==> src/rtl/mmio_io_bridge_pkg.sv <==
// Shared register map, CTRL reset value and hex glyph table for the MMIO I/O bridge.
package mmio_io_bridge_pkg;

    localparam logic [7:0] REG_LED  = 8'h00;
    localparam logic [7:0] REG_SW   = 8'h04;
    localparam logic [7:0] REG_DISP = 8'h08;
    localparam logic [7:0] REG_CTRL = 8'h0C;
    localparam logic [7:0] REG_BTN  = 8'h10;

    localparam logic [31:0] CTRL_RST = 32'h0000_0F01;
    localparam int CTRL_EN_BIT   = 0;
    localparam int CTRL_MASK_LSB = 8;
    localparam int BTN_LVL_LSB   = 16;

    // Active-low a..g (bit0 = a), entry n is the glyph for hex digit n.
    localparam logic [15:0][6:0] HEX_SEG = {
        7'h0E, 7'h06, 7'h21, 7'h46, 7'h03, 7'h08, 7'h10, 7'h00,
        7'h78, 7'h02, 7'h12, 7'h19, 7'h30, 7'h24, 7'h79, 7'h40
    };

endpackage

==> src/rtl/mmio_io_bridge_if.sv <==
// Register-bus bundle between a CPU-side master and the I/O bridge.
interface mmio_io_bridge_if #(
    parameter int DATA_WIDTH = 32
);
    logic                    rd;
    logic [DATA_WIDTH/8-1:0] we;
    logic [7:0]              addr;
    logic [DATA_WIDTH-1:0]   data_in;
    logic [DATA_WIDTH-1:0]   data_out;
    logic                    rd_valid;

    modport master (output rd, we, addr, data_in, input data_out, rd_valid);
    modport slave  (input rd, we, addr, data_in, output data_out, rd_valid);
endinterface

==> src/rtl/mmio_io_bridge_debounce.sv <==
// One push-button: 2-flop synchroniser, mismatch run counter and accepted level.
module io_debounce #(
    parameter int DEBOUNCE_CYCLES = 500000
) (
    input  logic clk,
    input  logic rst,
    input  logic btn_i,
    output logic level_o,
    output logic rise_o
);
    localparam int CW = $clog2(DEBOUNCE_CYCLES);
    localparam logic [CW-1:0] CNT_MAX = CW'(DEBOUNCE_CYCLES - 1);

    logic          s1_q, s2_q;
    logic          level_q, level_d;
    logic [CW-1:0] cnt_q, cnt_d;

    // Any cycle where the synced input agrees with the level breaks the run.
    always_comb begin
        level_d = level_q;
        cnt_d   = '0;
        if (s2_q != level_q) begin
            if (cnt_q == CNT_MAX) level_d = s2_q;
            else                  cnt_d   = cnt_q + 1'b1;
        end
    end

    always_ff @(posedge clk or posedge rst) begin
        if (rst) begin
            s1_q    <= 1'b0;
            s2_q    <= 1'b0;
            level_q <= 1'b0;
            cnt_q   <= '0;
        end else begin
            s1_q    <= btn_i;
            s2_q    <= s1_q;
            level_q <= level_d;
            cnt_q   <= cnt_d;
        end
    end

    assign level_o = level_q;
    assign rise_o  = level_d & ~level_q;
endmodule

==> src/rtl/mmio_io_bridge.sv <==
// Memory-mapped bridge to LEDs, switches, debounced buttons and a scanned 7-segment display.
module mmio_io_bridge
    import mmio_io_bridge_pkg::*;
#(
    parameter int DATA_WIDTH      = 32,
    parameter int NUM_SW          = 16,
    parameter int NUM_LED         = 16,
    parameter int NUM_BTN         = 4,
    parameter int NUM_DIGITS      = 4,
    parameter int REFRESH_DIV     = 100000,
    parameter int DEBOUNCE_CYCLES = 500000
) (
    input  logic                  clk,
    input  logic                  rst,
    mmio_io_bridge_if.slave       bus,
    input  logic [NUM_SW-1:0]     sw,
    input  logic [NUM_BTN-1:0]    btn,
    output logic [NUM_LED-1:0]    led,
    output logic [6:0]            seg,
    output logic [NUM_DIGITS-1:0] an
);
    localparam int NBYTE  = DATA_WIDTH / 8;
    localparam int DISP_W = 4 * NUM_DIGITS;
    localparam int RW     = $clog2(REFRESH_DIV);
    localparam logic [RW-1:0] REF_MAX = RW'(REFRESH_DIV - 1);
    localparam logic [2:0]    DIG_MAX = 3'(NUM_DIGITS - 1);

    function automatic logic [DATA_WIDTH-1:0] merge(input logic [DATA_WIDTH-1:0] old,
                                                    input logic [DATA_WIDTH-1:0] wd,
                                                    input logic [DATA_WIDTH-1:0] m);
        return (old & ~m) | (wd & m);
    endfunction

    logic [NUM_LED-1:0]    led_q, led_d;
    logic [DISP_W-1:0]     disp_q, disp_d;
    logic                  en_q, en_d;
    logic [NUM_DIGITS-1:0] mask_q, mask_d;
    logic [NUM_BTN-1:0]    flag_q, flag_d, clr;
    logic [NUM_SW-1:0]     sw1_q, sw2_q;
    logic [RW-1:0]         ref_q, ref_d;
    logic [2:0]            dig_q, dig_d;
    logic [NUM_DIGITS-1:0] an_q, an_d, mask_sh;
    logic [6:0]            seg_q, seg_d;
    logic [DISP_W-1:0]     disp_sh;
    logic [DATA_WIDTH-1:0] dout_q, dout_d, rdata, wmask;
    logic [DATA_WIDTH-1:0] led_x, disp_x, ctrl_x, btn_x;
    logic                  rv_q, wr_en, wrap;
    logic [NUM_BTN-1:0]    btn_lvl, btn_rise;

    for (genvar gi = 0; gi < NUM_BTN; gi++) begin : g_btn
        io_debounce #(.DEBOUNCE_CYCLES(DEBOUNCE_CYCLES)) u_db (
            .clk     (clk),
            .rst     (rst),
            .btn_i   (btn[gi]),
            .level_o (btn_lvl[gi]),
            .rise_o  (btn_rise[gi])
        );
    end

    always_comb begin
        for (int b = 0; b < NBYTE; b++) wmask[8*b +: 8] = {8{bus.we[b]}};
    end
    assign wr_en = |bus.we;

    always_comb begin
        led_x  = DATA_WIDTH'(led_q);
        disp_x = DATA_WIDTH'(disp_q);
        ctrl_x = '0;
        ctrl_x[CTRL_EN_BIT] = en_q;
        ctrl_x[CTRL_MASK_LSB +: NUM_DIGITS] = mask_q;
        btn_x = '0;
        btn_x[NUM_BTN-1:0] = flag_q;
        btn_x[BTN_LVL_LSB +: NUM_BTN] = btn_lvl;
    end

    always_comb begin
        case (bus.addr)
            REG_LED:  rdata = led_x;
            REG_SW:   rdata = DATA_WIDTH'(sw2_q);
            REG_DISP: rdata = disp_x;
            REG_CTRL: rdata = ctrl_x;
            REG_BTN:  rdata = btn_x;
            default:  rdata = '0;
        endcase
    end

    // Register updates; a new press beats a same-cycle clear of its flag.
    always_comb begin
        led_d  = led_q;
        disp_d = disp_q;
        en_d   = en_q;
        mask_d = mask_q;
        clr    = '0;
        if (wr_en) begin
            case (bus.addr)
                REG_LED:  led_d  = NUM_LED'(merge(led_x, bus.data_in, wmask));
                REG_DISP: disp_d = DISP_W'(merge(disp_x, bus.data_in, wmask));
                REG_CTRL: begin
                    en_d   = 1'(merge(ctrl_x, bus.data_in, wmask) >> CTRL_EN_BIT);
                    mask_d = NUM_DIGITS'(merge(ctrl_x, bus.data_in, wmask) >> CTRL_MASK_LSB);
                end
                REG_BTN:  clr = bus.data_in[NUM_BTN-1:0] & wmask[NUM_BTN-1:0];
                default:  ;
            endcase
        end
        flag_d = (flag_q & ~clr) | btn_rise;
        dout_d = bus.rd ? rdata : dout_q;
    end

    // The scan outputs latch the digit being left on each wrap, so the
    // visible digit trails dig_q by one step.
    always_comb begin
        wrap    = (ref_q == REF_MAX);
        ref_d   = wrap ? '0 : ref_q + 1'b1;
        dig_d   = dig_q;
        if (wrap) dig_d = (dig_q == DIG_MAX) ? 3'd0 : dig_q + 3'd1;
        mask_sh = mask_q >> dig_q;
        disp_sh = disp_q >> {dig_q, 2'b00};
        an_d    = an_q;
        seg_d   = seg_q;
        if (wrap) begin
            if (en_q && mask_sh[0]) begin
                an_d  = ~(NUM_DIGITS'(1) << dig_q);
                seg_d = HEX_SEG[disp_sh[3:0]];
            end else begin
                an_d  = '1;
                seg_d = 7'h7F;
            end
        end
    end

    always_ff @(posedge clk or posedge rst) begin
        if (rst) begin
            led_q  <= '0;
            disp_q <= '0;
            en_q   <= CTRL_RST[CTRL_EN_BIT];
            mask_q <= '1;
            flag_q <= '0;
            sw1_q  <= '0;
            sw2_q  <= '0;
            ref_q  <= '0;
            dig_q  <= '0;
            an_q   <= '1;
            seg_q  <= 7'h7F;
            dout_q <= '0;
            rv_q   <= 1'b0;
        end else begin
            led_q  <= led_d;
            disp_q <= disp_d;
            en_q   <= en_d;
            mask_q <= mask_d;
            flag_q <= flag_d;
            sw1_q  <= sw;
            sw2_q  <= sw1_q;
            ref_q  <= ref_d;
            dig_q  <= dig_d;
            an_q   <= an_d;
            seg_q  <= seg_d;
            dout_q <= dout_d;
            rv_q   <= bus.rd;
        end
    end

    assign led          = led_q;
    assign seg          = seg_q;
    assign an           = an_q;
    assign bus.data_out = dout_q;
    assign bus.rd_valid = rv_q;
endmodule

==> src/flat_wrapper.sv <==
// flat-port wrapper written by rule: the top's interface ports become plain ports
module mmio_io_bridge_flat import mmio_io_bridge_pkg::*;
#(
    parameter int DATA_WIDTH      = 32,
    parameter int NUM_SW          = 16,
    parameter int NUM_LED         = 16,
    parameter int NUM_BTN         = 4,
    parameter int NUM_DIGITS      = 4,
    parameter int REFRESH_DIV     = 100000,
    parameter int DEBOUNCE_CYCLES = 500000
)
  (clk, rst, sw, btn, led, seg, an, bus_rd, bus_we, bus_addr, bus_data_in, bus_data_out, bus_rd_valid);
  mmio_io_bridge_if #(.DATA_WIDTH(DATA_WIDTH)) bus_i ();
  input  logic clk;
  input  logic rst;
  input  logic [NUM_SW-1:0] sw;
  input  logic [NUM_BTN-1:0] btn;
  output logic [NUM_LED-1:0] led;
  output logic [6:0] seg;
  output logic [NUM_DIGITS-1:0] an;
  input wire logic [$bits(bus_i.rd)-1:0] bus_rd;
  input wire logic [$bits(bus_i.we)-1:0] bus_we;
  input wire logic [$bits(bus_i.addr)-1:0] bus_addr;
  input wire logic [$bits(bus_i.data_in)-1:0] bus_data_in;
  output wire logic [$bits(bus_i.data_out)-1:0] bus_data_out;
  output wire logic [$bits(bus_i.rd_valid)-1:0] bus_rd_valid;
  assign bus_i.rd = bus_rd;
  assign bus_i.we = bus_we;
  assign bus_i.addr = bus_addr;
  assign bus_i.data_in = bus_data_in;
  assign bus_data_out = bus_i.data_out;
  assign bus_rd_valid = bus_i.rd_valid;
  mmio_io_bridge #(.DATA_WIDTH(DATA_WIDTH), .NUM_SW(NUM_SW), .NUM_LED(NUM_LED), .NUM_BTN(NUM_BTN), .NUM_DIGITS(NUM_DIGITS), .REFRESH_DIV(REFRESH_DIV), .DEBOUNCE_CYCLES(DEBOUNCE_CYCLES)) u_core (.clk(clk), .rst(rst), .bus(bus_i), .sw(sw), .btn(btn), .led(led), .seg(seg), .an(an));
endmodule
==> config.mk <==
export PLATFORM = sky130hd
export DESIGN_NAME = mmio_io_bridge_flat
export DESIGN_NICKNAME = d
export VERILOG_FILES = /design/src/rtl/mmio_io_bridge_pkg.sv /design/src/rtl/mmio_io_bridge_if.sv /design/src/rtl/mmio_io_bridge_debounce.sv /design/src/rtl/mmio_io_bridge.sv /design/src/flat_wrapper.sv
export SDC_FILE = /design/constraint.sdc
export NUM_CORES = 1
export LEC_CHECK = 0
export CAP_MARGIN = 30
export CORE_ASPECT_RATIO = 1.4
export CORE_MARGIN = 2
export CORE_UTILIZATION = 29
export CTS_CLUSTER_DIAMETER = 50
export DETAILED_ROUTE_END_ITERATION = 16
export PLACE_DENSITY_LB_ADDON = 0.08
export REMOVE_ABC_BUFFERS = 1
export SETUP_SLACK_MARGIN = 0.4
export SYNTH_ARGS = -nofsm -noshare
export SYNTH_HDL_FRONTEND = slang
export SYNTH_SLANG_ARGS = --single-unit
==> constraint.sdc <==
create_clock -name clk -period 9.75 [get_ports clk]
set_clock_uncertainty 0.05 [all_clocks]
set_input_delay 2.925 -clock clk [delete_from_list [all_inputs] [get_ports clk]]
set_output_delay 2.925 -clock clk [all_outputs]
set_load 0.1 [all_outputs]
==> tab_implementation.tex <==
\begin{tabular}{lr}
\hline
Metric & Value \\
\hline
\multicolumn{2}{l}{\textbf{Clock network}} \\
CTS root buffer & sky130\_fd\_sc\_hd\_\_clkbuf\_16 \\
Sink Count & 213 \\
Cells resized by post-CTS repair & 0 \\
CTS tree & done \\
Post-CTS Setup Bufs & 0 \\
CTS HTree Levels & 1 \\
Hold-fix buffer count after cts & 0 \\
Clock Tree Buf Depth & 3 \\
Source-to-sink clock delay at the later pin of the worst-skew pair & 0.56 ns \\
CTS clock-pin slew for the worst setup and hold paths & around 0.05 ns \\
TritonCTS buffer count & 29 \\
\multicolumn{2}{l}{\textbf{STA}} \\
Max-Slew Margin vs Limit & 0.319 \\
Minimum setup slack in the final design & 4.55 ns \\
Portion of the clock cycle consumed by the worst path in the final layout & 0.533 \\
Crit path time final & about 5.2 ns \\
RSZ-0062 raised after global routing & no \\
Final number of hold-violating endpoints & 0 \\
Final number of max-transition violations & 0 \\
Setup TNS Final & 0 ns \\
Number of endpoints failing setup at the final stage & 0 \\
Peak clock frequency supported by timing & around 190 MHz \\
Least-Margin Pin Slew & 1.02 ns \\
\multicolumn{2}{l}{\textbf{Final layout}} \\
Post-route insts no fill & 1416 \\
Filler cells & 3292 \\
Fraction of layout instances using a drive strength above 1 & 0.145 \\
Area used by multi-input combinational logic & between 4000 and 5000 µm² \\
Sequential cell area & $\sim$5400 µm² \\
Area Overhead vs Synth & 26.4\% \\
Nets & around 1k \\
\multicolumn{2}{l}{\textbf{Yosys}} \\
Number of enable flip-flop cells after synthesis & 0 \\
Register bit total from synthesis & about 210 \\
Fraction of registers with async set/reset & 1.00 \\
Syn. warnings & 0 \\
Sequential element share of the synthesized area & 0.554 \\
Dominant cell by count in the synthesized netlist & sky130\_fd\_sc\_hd\_\_dfrtp\_1 \\
Primary flip-flop cell chosen by synthesis mapping & sky130\_fd\_sc\_hd\_\_dfrtp\_1 \\
List of most frequent post-synthesis cells & sky130\_fd\_sc\_hd\_\_dfrtp\_1, sky130\_fd\_sc\_hd\_\_nor2\_1, sky130\_fd\_sc\_hd\_\_mux2\_2 \\
Netlist Area Pre-Place & 9660 µm² \\
Count of cell types in the netlist & 60 \\
Synth Instances & $\sim$830 \\
Post-Synthesis Mean Instance Area & about 12 µm² \\
Cell types with the largest area share after synthesis & sky130\_fd\_sc\_hd\_\_dfrtp\_1, sky130\_fd\_sc\_hd\_\_mux2\_2, sky130\_fd\_sc\_hd\_\_dfstp\_2, sky130\_fd\_sc\_hd\_\_nor2\_1, sky130\_fd\_sc\_hd\_\_xor2\_1 \\
Share of the synthesized area in the top cell type & 0.510 \\
Post-synth top area cell & sky130\_fd\_sc\_hd\_\_dfrtp\_1 \\
\multicolumn{2}{l}{\textbf{Detailed routing}} \\
Via/cell ratio & 4.72 \\
Iteration-0 DRC count of the detailed router & roughly 220 \\
First-pass detailed-route iteration total & 4 \\
Average wire length per cell after detail routing & approximately 17 µm \\
Total vias in the final route & approximately 6.7k \\
Final ANT Viol Nets & 0 \\
Wirelength, routed & 24.4 mm \\
Number of DRC violations after detailed routing & 0 \\
\multicolumn{2}{l}{\textbf{Die}} \\
Initial core utilization & 0.293 \\
Die boundary height & 220 µm \\
Placeable Area & between 30000 and 40000 µm² \\
Boundary pin count & $\sim$130 \\
Width of the die & 158 µm \\
Cell Rows & between 70 and 80 \\
Total Die Area & 34800 µm² \\
\multicolumn{2}{l}{\textbf{Global routing}} \\
Number of global-route vias before repair & between 6k and 7k \\
Total GRT Usage & 0.145 \\
Global-route wire length before repair & just under 40 mm \\
Total overflow reported by the global router & 0 \\
Maximum number of pins on one net before global-route repair & between 90 and 100 \\
Number of antenna violations at the first check in global routing & 2 \\
\multicolumn{2}{l}{\textbf{Critical path}} \\
Cell with the biggest individual delay on the critical path & sky130\_fd\_sc\_hd\_\_clkdlybuf4s50\_1 \\
Worst Setup Start Kind & flop \\
Classification of the worst setup path & flop to output port \\
Crit-path leading delay family & buffers and inverters \\
Start point of the critical path & u\_core.seg[1] \\
Crit path largest cell delay & around 1.1 ns \\
Endpoint required time on the critical path & 6.78 ns \\
Sum of buffers and inverters on the critical path & 1 \\
Worst-case register-to-register setup slack & 7.23 ns \\
Highest net fanout along the worst path & 2 \\
Crit path arrival time & 2.23 ns \\
Critical R2R Launch & u\_core.dig\_q[0] \\
Sequence of cells on the critical path & clkdlybuf4s50\_1 \\
Element type at the critical path end & output port \\
\multicolumn{2}{l}{\textbf{Pwr}} \\
Leakage Power & 0.00501 µW \\
Power density relative to cell area & between 150 and 200 nW/µm² \\
Design Power & roughly 2200 µW \\
Worst vdd rail ir drop & between 0.1 and 0.15 mV \\
\multicolumn{2}{l}{\textbf{Run status}} \\
Status & finished clean \\
\multicolumn{2}{l}{\textbf{Placed design}} \\
Number of I/O port buffers & 96 \\
Number of cells after detailed placement & around 1.4k \\
GPL Wtd Cong & 0.727 \\
Detail Placement HPWL & approximately 17 mm \\
Setup WS pre-CTS & roughly 4.3 ns \\
\multicolumn{2}{l}{\textbf{Run}} \\
Max-cap viol count & 0 \\
\multicolumn{2}{l}{\textbf{Hold path}} \\
Source of the worst hold timing path & u\_core.sw1\_q[9] \\
Hold Path Class & flop to flop \\
\hline
\end{tabular}
[cell usage in the layout (no fill, tap or decap), drive strengths merged, types with 12 or more instances in the layout]
cell type and n:
nor2 82, o21ai 25, ha 14, mux2 49
a21oi 24, nand3 46, clkbuf 45, xnor2 31
buf 15, nand4 23, nand2 31, clkdlybuf4s50 96
conb 12, nor4b 12, inv 30, dfstp 16
xor2 33, or3 17, or4 12, dfrtp 197
[per-stage QoR]
stage | util | instance area (µm²) | hold slack, ns
final | 0.370 | 12200 | 0.293
after global routing | 0.370 | 12200 | 0.307
after CTS | 0.370 | 12200 | 0.297
after detailed placement | 0.340 | 11200 | 0.285
after global placement | 0.336 | 11100 | 0.283
after floorplan | - | 9490 | 0.281
[cell type report]
cell class	count	share of cell area
antenna	1	0.000205
clock buffer	45	0.0676
clock inverter	9	0.0126
inverter	29	0.00953
multi-input combinational	563	0.330
sequential	213	0.438
tap	445	0.0456
timing repair buffer	111	0.0961
[report_power, final]
group / internal, µW / switching (µW) / total, µW
Clock: 685 / 395 / 1080
Combinational: 49.9 / 102 / 152
Sequential: 906 / 15.8 / 922
[path summary, 6_finish.rpt]
| kind | to | cells past startpoint |
|---|---|---|
| min reg2reg | u_core.sw2_q[9] | 0 |
| max in group asynchronous | u_core.dig_q[1] | 3 |
| max | seg[1] | 1 |
| min in group asynchronous | u_core.sw2_q[1] | 2 |
| min | u_core.sw2_q[9] | 0 |
| max reg2reg | u_core.seg[2] | 6 |
[per-layer routing]
metal / part of all wire / wire length, µm / vias to the layer above / GRT usage
met2: 0.49 / 12000 / 114 / 0.246
met1: 0.44 / 10700 / 3307 / 0.186
li1: - / - / 3220 / -
met3: 0.042 / 1030 / 41 / 0.0271
met4: 0.027 / 652 / 2 / 0.0486
met5: 0.00053 / 13 / - / 0
[logic make-up after synthesis]
family,Yosys count,share of synthesized area
adder cells (fa/ha/maj),14,0.0181
AND/OR/NAND/NOR,296,0.172
buffers and inverters,67,0.0329
multiplexers,64,0.0843
other,1,0.000388
AO/OA/AOI/OAI,113,0.0799
XOR/XNOR,64,0.0580
flip-flops,213,0.554
Note: power is estimated with default switching activity, not from simulation.
